===== src/rtl/reverb_pkg.sv =====
// Shared reverb delay-line definitions: parameter defaults, tap FSM states and the
// delay length math used identically by the write-side and read-side address generators.
package reverb_pkg;

    localparam int DEF_ADDR_W    = 15;
    localparam int DEF_DATA_W    = 32;
    localparam int DEF_MIN_DELAY = 4;
    localparam int DELAY_W       = 14;

    typedef enum logic [1:0] {
        IDLE,
        ISSUE,
        WAIT,
        CAPTURE
    } tap_state_e;

    // decay_length << octave tops out at 2047*8 = 16376, so 14 bits never overflow.
    function automatic logic [DELAY_W-1:0] delay_len_f(
        input logic [10:0] decay_length,
        input logic [1:0]  octave,
        input int          min_delay = DEF_MIN_DELAY
    );
        logic [DELAY_W-1:0] len;
        len = {3'b000, decay_length} << octave;
        if (len < DELAY_W'(min_delay)) begin
            len = DELAY_W'(min_delay);
        end
        return len;
    endfunction

endpackage


===== src/rtl/delay_tap_reader_if.sv =====
// Bundle of the tap reader's sample-side controls, delay RAM read port and tap output.
// The reader itself is the slave; the surrounding reverb datapath (or a bench) is the master.
interface delay_tap_reader_if
    import reverb_pkg::*;
#(
    parameter int ADDR_W = DEF_ADDR_W,
    parameter int DATA_W = DEF_DATA_W
);

    logic                     sample_strobe;
    logic [ADDR_W-1:0]        wr_ptr;
    logic [10:0]              decay_length;
    logic [1:0]               octave;
    logic [2:0]               decay_shift;
    logic                     rd_en;
    logic [ADDR_W-1:0]        rd_addr;
    logic signed [DATA_W-1:0] rd_data;
    logic signed [DATA_W-1:0] q;
    logic                     q_valid;
    logic                     busy;
    logic                     overrun;

    modport master (
        output sample_strobe, wr_ptr, decay_length, octave, decay_shift, rd_data,
        input  rd_en, rd_addr, q, q_valid, busy, overrun
    );

    modport slave (
        input  sample_strobe, wr_ptr, decay_length, octave, decay_shift, rd_data,
        output rd_en, rd_addr, q, q_valid, busy, overrun
    );

endinterface


===== src/rtl/delay_addr_calc.sv =====
// Tap address generator: on each accepted strobe latches (wr_ptr - delay) mod 2^ADDR_W and
// flags taps the writer has not reached yet, using a saturating count of accepted strobes.
module delay_addr_calc
    import reverb_pkg::*;
#(
    parameter int ADDR_W    = DEF_ADDR_W,
    parameter int MIN_DELAY = DEF_MIN_DELAY
) (
    input  logic              clk,
    input  logic              reset,
    input  logic              i_load,
    input  logic [ADDR_W-1:0] i_wr_ptr,
    input  logic [10:0]       i_decay_length,
    input  logic [1:0]        i_octave,
    output logic [ADDR_W-1:0] o_rd_addr,
    output logic              o_warmup
);

    logic [ADDR_W-1:0] w_delay;
    logic [ADDR_W-1:0] r_fill_cnt;
    logic [ADDR_W-1:0] r_rd_addr;
    logic              r_warmup;

    assign w_delay = ADDR_W'(delay_len_f(i_decay_length, i_octave, MIN_DELAY));

    // NOTE: registers use non-blocking assignments and a reset sampled on the clock edge,
    // so every flop here updates together from pre-edge values.
    always_ff @(posedge clk) begin
        if (reset) begin
            r_fill_cnt <= '0;
            r_rd_addr  <= '0;
            r_warmup   <= 1'b0;
        end else if (i_load) begin
            r_rd_addr <= i_wr_ptr - w_delay;
            r_warmup  <= (r_fill_cnt < w_delay);
            if (r_fill_cnt != '1) begin
                r_fill_cnt <= r_fill_cnt + ADDR_W'(1);
            end
        end
    end

    assign o_rd_addr = r_rd_addr;
    assign o_warmup  = r_warmup;

endmodule


===== src/rtl/delay_tap_reader.sv =====
// Reverb delay-line tap reader: per sample strobe, issues one delay RAM read at wr_ptr - delay,
// waits out the RAM latency and presents the attenuated tap with a one-cycle valid pulse.
module delay_tap_reader
    import reverb_pkg::*;
#(
    parameter int ADDR_W    = DEF_ADDR_W,
    parameter int DATA_W    = DEF_DATA_W,
    parameter int RAM_LAT   = 2,
    parameter int MIN_DELAY = DEF_MIN_DELAY
) (
    input logic                clk,
    input logic                reset,
    delay_tap_reader_if.slave  bus
);

    localparam logic [1:0] WAIT_INIT = 2'(RAM_LAT - 2);

    tap_state_e               r_state;
    tap_state_e               w_next;
    logic [1:0]               r_wait_cnt;
    logic [2:0]               r_shift;
    logic signed [DATA_W-1:0] r_q;
    logic                     r_q_valid;
    logic                     r_overrun;
    logic                     w_rd_en;
    logic                     w_accept;
    logic                     w_drop;
    logic                     w_warmup;
    logic [ADDR_W-1:0]        w_rd_addr;
    logic signed [DATA_W-1:0] w_atten;

    // The cycle carrying q_valid is still the tail of the previous tap, so strobes there drop.
    assign w_accept = bus.sample_strobe && (r_state == IDLE) && !r_q_valid;
    assign w_drop   = bus.sample_strobe && !w_accept;

    delay_addr_calc #(
        .ADDR_W    (ADDR_W),
        .MIN_DELAY (MIN_DELAY)
    ) u_addr_calc (
        .clk            (clk),
        .reset          (reset),
        .i_load         (w_accept),
        .i_wr_ptr       (bus.wr_ptr),
        .i_decay_length (bus.decay_length),
        .i_octave       (bus.octave),
        .o_rd_addr      (w_rd_addr),
        .o_warmup       (w_warmup)
    );

    always_ff @(posedge clk) begin
        if (reset) begin
            r_state    <= IDLE;
            r_wait_cnt <= '0;
        end else begin
            r_state <= w_next;
            if (r_state == ISSUE) begin
                r_wait_cnt <= WAIT_INIT;
            end else if (r_state == WAIT) begin
                r_wait_cnt <= r_wait_cnt - 2'd1;
            end
        end
    end

    // NOTE: every output of this block gets a default first, so no path can infer a latch.
    always_comb begin
        w_next  = r_state;
        w_rd_en = 1'b0;
        case (r_state)
            IDLE:    if (w_accept) w_next = ISSUE;
            ISSUE: begin
                w_rd_en = 1'b1;
                w_next  = (RAM_LAT > 1) ? WAIT : CAPTURE;
            end
            WAIT:    if (r_wait_cnt == 2'd0) w_next = CAPTURE;
            CAPTURE: w_next = IDLE;
            default: w_next = IDLE;
        endcase
    end

    // Shift kept in its own signed assignment so the mux below cannot turn it into a logical shift.
    assign w_atten = bus.rd_data >>> r_shift;

    always_ff @(posedge clk) begin
        if (reset) begin
            r_shift   <= '0;
            r_q       <= '0;
            r_q_valid <= 1'b0;
            r_overrun <= 1'b0;
        end else begin
            r_q_valid <= (r_state == CAPTURE);
            if (w_accept) begin
                r_shift <= bus.decay_shift;
            end
            if (r_state == CAPTURE) begin
                r_q <= w_warmup ? '0 : w_atten;
            end
            if (w_drop) begin
                r_overrun <= 1'b1;
            end
        end
    end

    assign bus.rd_en   = w_rd_en;
    assign bus.rd_addr = w_rd_addr;
    assign bus.q       = r_q;
    assign bus.q_valid = r_q_valid;
    assign bus.busy    = (r_state != IDLE);
    assign bus.overrun = r_overrun;

endmodule

===== src/flat_wrapper.sv =====
// flat-port wrapper written by rule: the top's interface ports become plain ports
module delay_tap_reader_flat import reverb_pkg::*;
#(
    parameter int ADDR_W    = DEF_ADDR_W,
    parameter int DATA_W    = DEF_DATA_W,
    parameter int RAM_LAT   = 2,
    parameter int MIN_DELAY = DEF_MIN_DELAY
)
  (clk, reset, bus_sample_strobe, bus_wr_ptr, bus_decay_length, bus_octave, bus_decay_shift, bus_rd_data, bus_rd_en, bus_rd_addr, bus_q, bus_q_valid, bus_busy, bus_overrun);
  delay_tap_reader_if #(.ADDR_W(ADDR_W), .DATA_W(DATA_W)) bus_i ();
  input logic clk;
  input logic reset;
  input wire logic [$bits(bus_i.sample_strobe)-1:0] bus_sample_strobe;
  input wire logic [$bits(bus_i.wr_ptr)-1:0] bus_wr_ptr;
  input wire logic [$bits(bus_i.decay_length)-1:0] bus_decay_length;
  input wire logic [$bits(bus_i.octave)-1:0] bus_octave;
  input wire logic [$bits(bus_i.decay_shift)-1:0] bus_decay_shift;
  input wire logic [$bits(bus_i.rd_data)-1:0] bus_rd_data;
  output wire logic [$bits(bus_i.rd_en)-1:0] bus_rd_en;
  output wire logic [$bits(bus_i.rd_addr)-1:0] bus_rd_addr;
  output wire logic [$bits(bus_i.q)-1:0] bus_q;
  output wire logic [$bits(bus_i.q_valid)-1:0] bus_q_valid;
  output wire logic [$bits(bus_i.busy)-1:0] bus_busy;
  output wire logic [$bits(bus_i.overrun)-1:0] bus_overrun;
  assign bus_i.sample_strobe = bus_sample_strobe;
  assign bus_i.wr_ptr = bus_wr_ptr;
  assign bus_i.decay_length = bus_decay_length;
  assign bus_i.octave = bus_octave;
  assign bus_i.decay_shift = bus_decay_shift;
  assign bus_i.rd_data = bus_rd_data;
  assign bus_rd_en = bus_i.rd_en;
  assign bus_rd_addr = bus_i.rd_addr;
  assign bus_q = bus_i.q;
  assign bus_q_valid = bus_i.q_valid;
  assign bus_busy = bus_i.busy;
  assign bus_overrun = bus_i.overrun;
  delay_tap_reader #(.ADDR_W(ADDR_W), .DATA_W(DATA_W), .RAM_LAT(RAM_LAT), .MIN_DELAY(MIN_DELAY)) u_core (.clk(clk), .reset(reset), .bus(bus_i));
endmodule

===== config.mk =====
export PLATFORM = sky130hd
export DESIGN_NAME = delay_tap_reader_flat
export DESIGN_NICKNAME = d
export VERILOG_FILES = /design/src/rtl/reverb_pkg.sv /design/src/rtl/delay_tap_reader_if.sv /design/src/rtl/delay_addr_calc.sv /design/src/rtl/delay_tap_reader.sv /design/src/flat_wrapper.sv
export SDC_FILE = /design/constraint.sdc
export NUM_CORES = 1
export LEC_CHECK = 0
export ABC_AREA = 0
export CAP_MARGIN = 0
export CELL_PAD_IN_SITES_DETAIL_PLACEMENT = 0
export CELL_PAD_IN_SITES_GLOBAL_PLACEMENT = 1
export CORE_ASPECT_RATIO = 2
export CORE_MARGIN = 5
export CORE_UTILIZATION = 40
export CTS_CLUSTER_DIAMETER = 50
export DETAILED_ROUTE_END_ITERATION = 7
export HOLD_SLACK_MARGIN = 0.15
export PLACE_DENSITY_LB_ADDON = 0.1
export SLEW_MARGIN = 20
export SYNTH_ARGS = -nofsm -noshare
export SYNTH_HDL_FRONTEND = slang
export SYNTH_HIERARCHICAL = 1
export SYNTH_SLANG_ARGS = --single-unit

===== constraint.sdc =====
create_clock -name clk -period 6 [get_ports clk]
set_clock_uncertainty 0.2 [all_clocks]
set_input_delay 1.2 -clock clk [delete_from_list [all_inputs] [get_ports clk]]
set_output_delay 1.2 -clock clk [all_outputs]
set_load 0.01 [all_outputs]

Word level (Yosys, flattened, before mapping) --
Cells that the tools add are included.
Word-level totals: ROM bits 0, register bits after elaboration 72, bits in latches 0, output and inout bits 51, logic and storage cells 39, memory bits (writable) 0, memories 0
Operators by class: reductions and logical operators 11, divide/modulo/power cells 0, shift-type cells 2, add/sub/neg operators 3, equal/unequal tests 6, bitwise operators 0, mux-type cells 6, magnitude comparators 2, multiply operators 0
Operators with widths (number):
- 32-bit 2-to-1 mux | 1
- 32-bit by 3-bit >>> shifter with 32-bit output | 1
- 15-bit by 1-bit adder with 15-bit output, second input constant | 1
- 15-bit by 14-bit less-than comparator with 1-bit output | 1
- 15-bit inequality test, second input constant | 1
- 15-bit by 14-bit subtractor with 15-bit output | 1
- 14-bit by 3-bit less-than comparator with 1-bit output, second input constant | 1
- 14-bit 2-to-1 mux | 1
- 11-bit by 2-bit left shift with 14-bit output | 1
- 2-bit one-hot mux with 4 select lines | 1
- 2-bit == test, second input constant | 2
- 2-bit zero test | 2
- 2-bit 2-to-1 mux | 2
- 2-bit AND reduction | 2
- 1-bit logical AND | 3
- 2-bit by 1-bit == test with 1-bit output, second input constant | 1
- 1-bit zero test | 2
- 2-bit by 1-bit inequality test with 1-bit output, second input constant | 1
- 2-bit inequality test, second input constant | 1
- 2-bit nonzero test | 1
- 2-bit OR reduction | 1
- 2-bit by 1-bit subtractor with 2-bit output, second input constant | 1
- 1-bit 2-to-1 mux | 1

Depth between registers and ports, before layout --
depth in word-level cells 5, gate-level depth with buffers 16, mapped depth without buffers 15

By module --
Netlist, hierarchy kept.
Modules (own cells, without submodules):
- delay_addr_calc | area each 2585.0 um^2, cells each 321, seq. area each 620.6 um^2, times used 1
- delay_tap_reader | area each 2434.8 um^2, cells each 233, seq. area each 820.8 um^2, times used 1

Worst setup path before layout --
OpenSTA, ideal clock, no wires.
path type in2reg, start in bus_octave[0], end reg u_core.u_addr_calc.r_rd_addr[12], in the netlist u_core/u_addr_calc/o_rd_addr[12], cell stages on the path 13, required time 5.738 ns, data arrival time 4.056 ns, setup slack 1.681 ns, path buffers 1, cells stage by stage buf_2 > clkinv_1 > o211ai_1 > a2111oi_2 > and3_1 > or3_1 > fa_1 > a211oi_2 > o21ai_1 > a21oi_2 > nor2_1 > or4_1 > nand3_1
Between the ends: longest elaborated chain between the ends 4
Ends and longest elaborated chain:
- start: declaration | RTL line flat_wrapper.sv:16 | input wire logic [$bits(bus_i.octave)-1:0] bus_octave;
- 11-bit by 2-bit left shift with 14-bit output (*) | RTL line reverb_pkg.sv:24 | len = {3'b000, decay_length} << octave;
- 14-bit by 3-bit less-than comparator with 1-bit output | RTL line reverb_pkg.sv:25 | if (len < DELAY_W'(min_delay)) begin
- 14-bit 2-to-1 mux (*) | RTL line reverb_pkg.sv:25
- 15-bit by 14-bit subtractor with 15-bit output (*) | RTL line delay_addr_calc.sv:34 | r_rd_addr <= i_wr_ptr - w_delay;
- end signal: assignment | RTL line delay_addr_calc.sv:34
- end: declaration | RTL line delay_addr_calc.sv:21 | logic [ADDR_W-1:0] r_rd_addr;
Every way passes the cells marked *; elsewhere a longest branch is shown, timed or not. A chain may end at the register's enable or synchronous reset.

Worst setup path after layout --
start in bus_octave[1], end reg u_core.u_addr_calc.r_rd_addr[12], in the netlist u_core/u_addr_calc/o_rd_addr[12]
Same word-level chain as after synthesis.

==> metrics.md <==
| Metric | Value |
|---|---|
| Post-synth top area cell | dfxtp_1 |
| Critical Path AT | 5.21 ns |
| Pleak | 2.57 nW |
| Clock transition at the registers of the reported paths | 0.06 ns |
| HPWL after DPL | 11.8 mm |
| WL/cell | about 19 µm |
| Layout cells sized above 1 | roughly 9.3% |
| WHS Path Cells | 2 |
| Worst R2R Path Depth | 10 |
| Fill cells | 1207 |
| Max frequency | 0.195 GHz |
| Worst-margin pin slew | 1.04 ns |
| Syn Inst Count | 554 |
| Clock Root Buffer | clkbuf_16 |
| Outcome | completed |
| ANT nets after route | 0 |
| Vias | 4631 |
| PortBufs | 116 |
| Final GP Congestion | approximately 0.9 |
| Hold Crit Class | reg2reg |
| Placed cells | around 790 |
| Initial Util | 40.2% |
| Register bit total from synthesis | 72 |
| Final worst-path cycle share | 85.6% |
| Worst slew margin | 30.7% |
| Yosys warnings | 6 |
| CTS tree | done |
| Synth cell types | 68 |
| Worst-path cell chain | clkdlybuf4s50_1 > mux2i_1 > mux2i_1 > a2111oi_2 > and3_1 > or3_1 > fa_1 > a211oi_2 > o21ai_1 > a21oi_2 > nor2_1 > or4_1 > nand3_1 |
| CTS sink count | 72 |
| Critical-path top delay cell | clkdlybuf4s50_1 |
| Area Overhead vs Synth | 29.4% |
| CTS max path bufs | 2 |
| Wirelength, routed | ~15 mm |
| Number of flops mapped to enable cells by yosys | 0 |
| Setup repair after global routing missed its margin | false |
| Core ar. | 12500 µm² |
| WL met1 | slightly above 5 mm |
| CTS Buf Count | 9 |
| Die area | 15000 µm² |
| Height of the die | 168 µm |
| Number of remaining DRC errors | 0 |
| CTS Hold Bufs | 0 |
| Setup Buffers After CTS | 0 |
| Final hold violations | 0 |
| H-tree depth | 3 |
| Ant. Diodes | 0 |
| Global Route Usage Sum | 20.1% |
| Row count | 58 |
| Worst skew pair latency | 0.33 ns |
| Power per cell area | 282 nW/µm² |
| Wire length on met2 | approximately 8.4 mm |
| Met3 wire len | 877 µm |
| Crit Path Category | in2reg |
| Worst Path Required | 6.07 ns |
| Layout Nets | approximately 760 |
| Avg Vias per Cell | 5.72 |
| Largest net degree at the start of global routing | 57 |
| Fin crit period | 5.14 ns |
| Startpoint Class | primary input |
| Global-route wire length before repair | 23.3 mm |
| Drt first pass iters | 4 |
| Final setup fails | 0 |
| VDD IR max | 0.142 mV |
| Die Wd | 89.2 µm |
| Synthesized area | approximately 5000 µm² |
| Critical path's most frequent cell | mux2i_1 |
| Max Cap Viol | 0 |
| Async SR Flop Fraction | 0% |
| Fin cells | slightly above 800 |
| Setup_tns | 0 ns |
| Worst path max stage delay | between 1 and 1.5 ns |
| CP Capture Type | flip-flop |
| GRT overflow | 0 |
| Post-Syn Area per Cell | 9.06 µm² |
| Yosys top cell area share | ~29% |
| Cts repair resizes | 0 |
| Worst-path maximum fanout | 22 |
| Synth Flop Type | dfxtp_1 |
| DRT iter0 DRCs | roughly 160 |
| DR top layer | met4 |
| Pins Over Slew Limit | 0 |
| Seq/Total Area, Yosys | 28.7% |
| Syn Nets | 656 |
| Antenna violations before repair | 0 |
| Synth top area cells | dfxtp_1, mux4_2, ha_1 |
| I/O pin cnt | about 120 |
| Vias in the first global route | 4604 |
[cell usage in the layout (no fill, tap or decap), types with 3 or more instances in the layout]
master           synthesis  final
clkdlybuf4s50_1          0    115
nand2_1                 82     82
dfxtp_1                 72     71
nor2_1                  38     38
ha_1                    35     35
mux4_2                  28     28
inv_1                   26     26
a22oi_1                 25     25
a21oi_1                 23     23
mux2i_1                 22     22
o21ai_0                 21     21
nor3_1                  11     11
nand3_1                 11     11
clkbuf_16                0      9
nand2b_1                 9      9
xor2_1                   9      9
nand4_1                  8      8
xnor2_1                  7      7
nor2b_1                  6      6
a21o_1                   6      6
or3_1                    6      6
and3_1                   5      5
a211oi_1                 5      5
o22ai_1                  5      5
buf_4                    1      5
o2111ai_1                4      4
or4_1                    4      4
clkinvlp_4               0      3
nand3b_1                 3      3
mux2_2                   3      3
a211o_1                  3      3
a31oi_1                  3      3
[cell families (layout without fill, tap and decap cells)]
family / after synthesis / count (layout) / share of synthesized area [%]
and+or+nand+nor: 196 / 196 / 18.9
AOI/OAI and AO/OA: 121 / 121 / 16.8
DFF: 72 / 72 / 28.7
buffers and inverters: 59 / 164 / 5.61
muxes: 54 / 54 / 18.1
adders and majority gates: 36 / 36 / 9.12
xor gates and xnor gates: 16 / 16 / 2.79
[stage by stage]
step	utilization, %	hold WS (ns)	worst slack, ns	total power [W]	instance area, µm²
CTS	52.0	0.238	0.922	0.00186	6500
global route	52.0	0.250	0.616	0.00195	6500
global placement	49.8	0.223	0.632	0.00132	6220
finish	52.0	0.234	0.862	0.00183	6500
floorplan	-	0.263	1.68	0.00106	5020
detailed placement	49.8	0.229	0.567	0.00134	6220
[power by group]
group	switching (W)	internal [W]	leakage [nW]
logic	0.000346	0.000356	1.86
clock network	0.000228	0.000282	0.125
registers	0.0000698	0.000549	0.585
[cell usage after synthesis, types with 6 or more instances]
| master | n |
|---|---|
| inv_1 | 26 |
| nand4_1 | 8 |
| a22oi_1 | 25 |
| xnor2_1 | 7 |
| nand2_1 | 82 |
| o21ai_0 | 21 |
| xor2_1 | 9 |
| a21o_1 | 6 |
| mux4_2 | 28 |
| nor2b_1 | 6 |
| nand2b_1 | 9 |
| a21oi_1 | 23 |
| or3_1 | 6 |
| nor2_1 | 38 |
| nor3_1 | 11 |
| buf_2 | 14 |
| clkbuf_1 | 10 |
| dfxtp_1 | 72 |
| ha_1 | 35 |
| nand3_1 | 11 |
| mux2i_1 | 22 |
[layer usage]
layer	vias to the layer above	global-route usage, %
li1	2252	-
met1	2181	20.0
met2	168	38.2
met3	30	3.23
met4	0	9.72
met5	-	0
[path summary, 6_finish.rpt]
kind	from	endpoint	slack, ns
max	bus_octave[1]	u_core/u_addr_calc/o_rd_addr[12]$_SDFFE_PP0P_	0.86
min	u_core/bus.q[13]$_SDFFE_PP0P_	u_core/bus.q[13]$_SDFFE_PP0P_	0.23
max reg2reg	u_core/r_state[0]$_SDFFE_PP0P_	u_core/u_addr_calc/r_fill_cnt[12]$_SDFFE_PP0P_	3.19
min reg2reg	u_core/bus.q[13]$_SDFFE_PP0P_	u_core/bus.q[13]$_SDFFE_PP0P_	0.23
[state kept, by name, indices dropped and copies added (netlist names)]
signal                         count
u_core/bus.q                      32
u_core/u_addr_calc/o_rd_addr      15
u_core/u_addr_calc/r_fill_cnt     15
u_core/r_shift                     3
u_core/r_state                     2
u_core/r_wait_cnt                  2
u_core/bus.overrun                 1
u_core/bus.q_valid                 1
u_core/u_addr_calc/o_warmup        1
[worst max-delay path: cells and delay by family]
kind / cells / cell delay [ns]
buffers and inverters: 1 / 1.01
AOI/OAI and AO/OA: 4 / 0.72
muxes: 2 / 0.52
adders and majority gates: 1 / 0.49
and+or+nand+nor: 5 / 1.26
[final cells by class]
type | count | area, µm² | share of cell area (%)
well taps | 150 | 188 | 2.89
multi-input cells | 423 | 3300 | 50.8
clock buffers | 10 | 229 | 3.52
clock inverters | 6 | 45.0 | 0.693
repair buffers | 121 | 1190 | 18.4
inverters | 27 | 101 | 1.56
flip-flops and latches | 72 | 1440 | 22.2
Power figures use the tool's default switching activity.
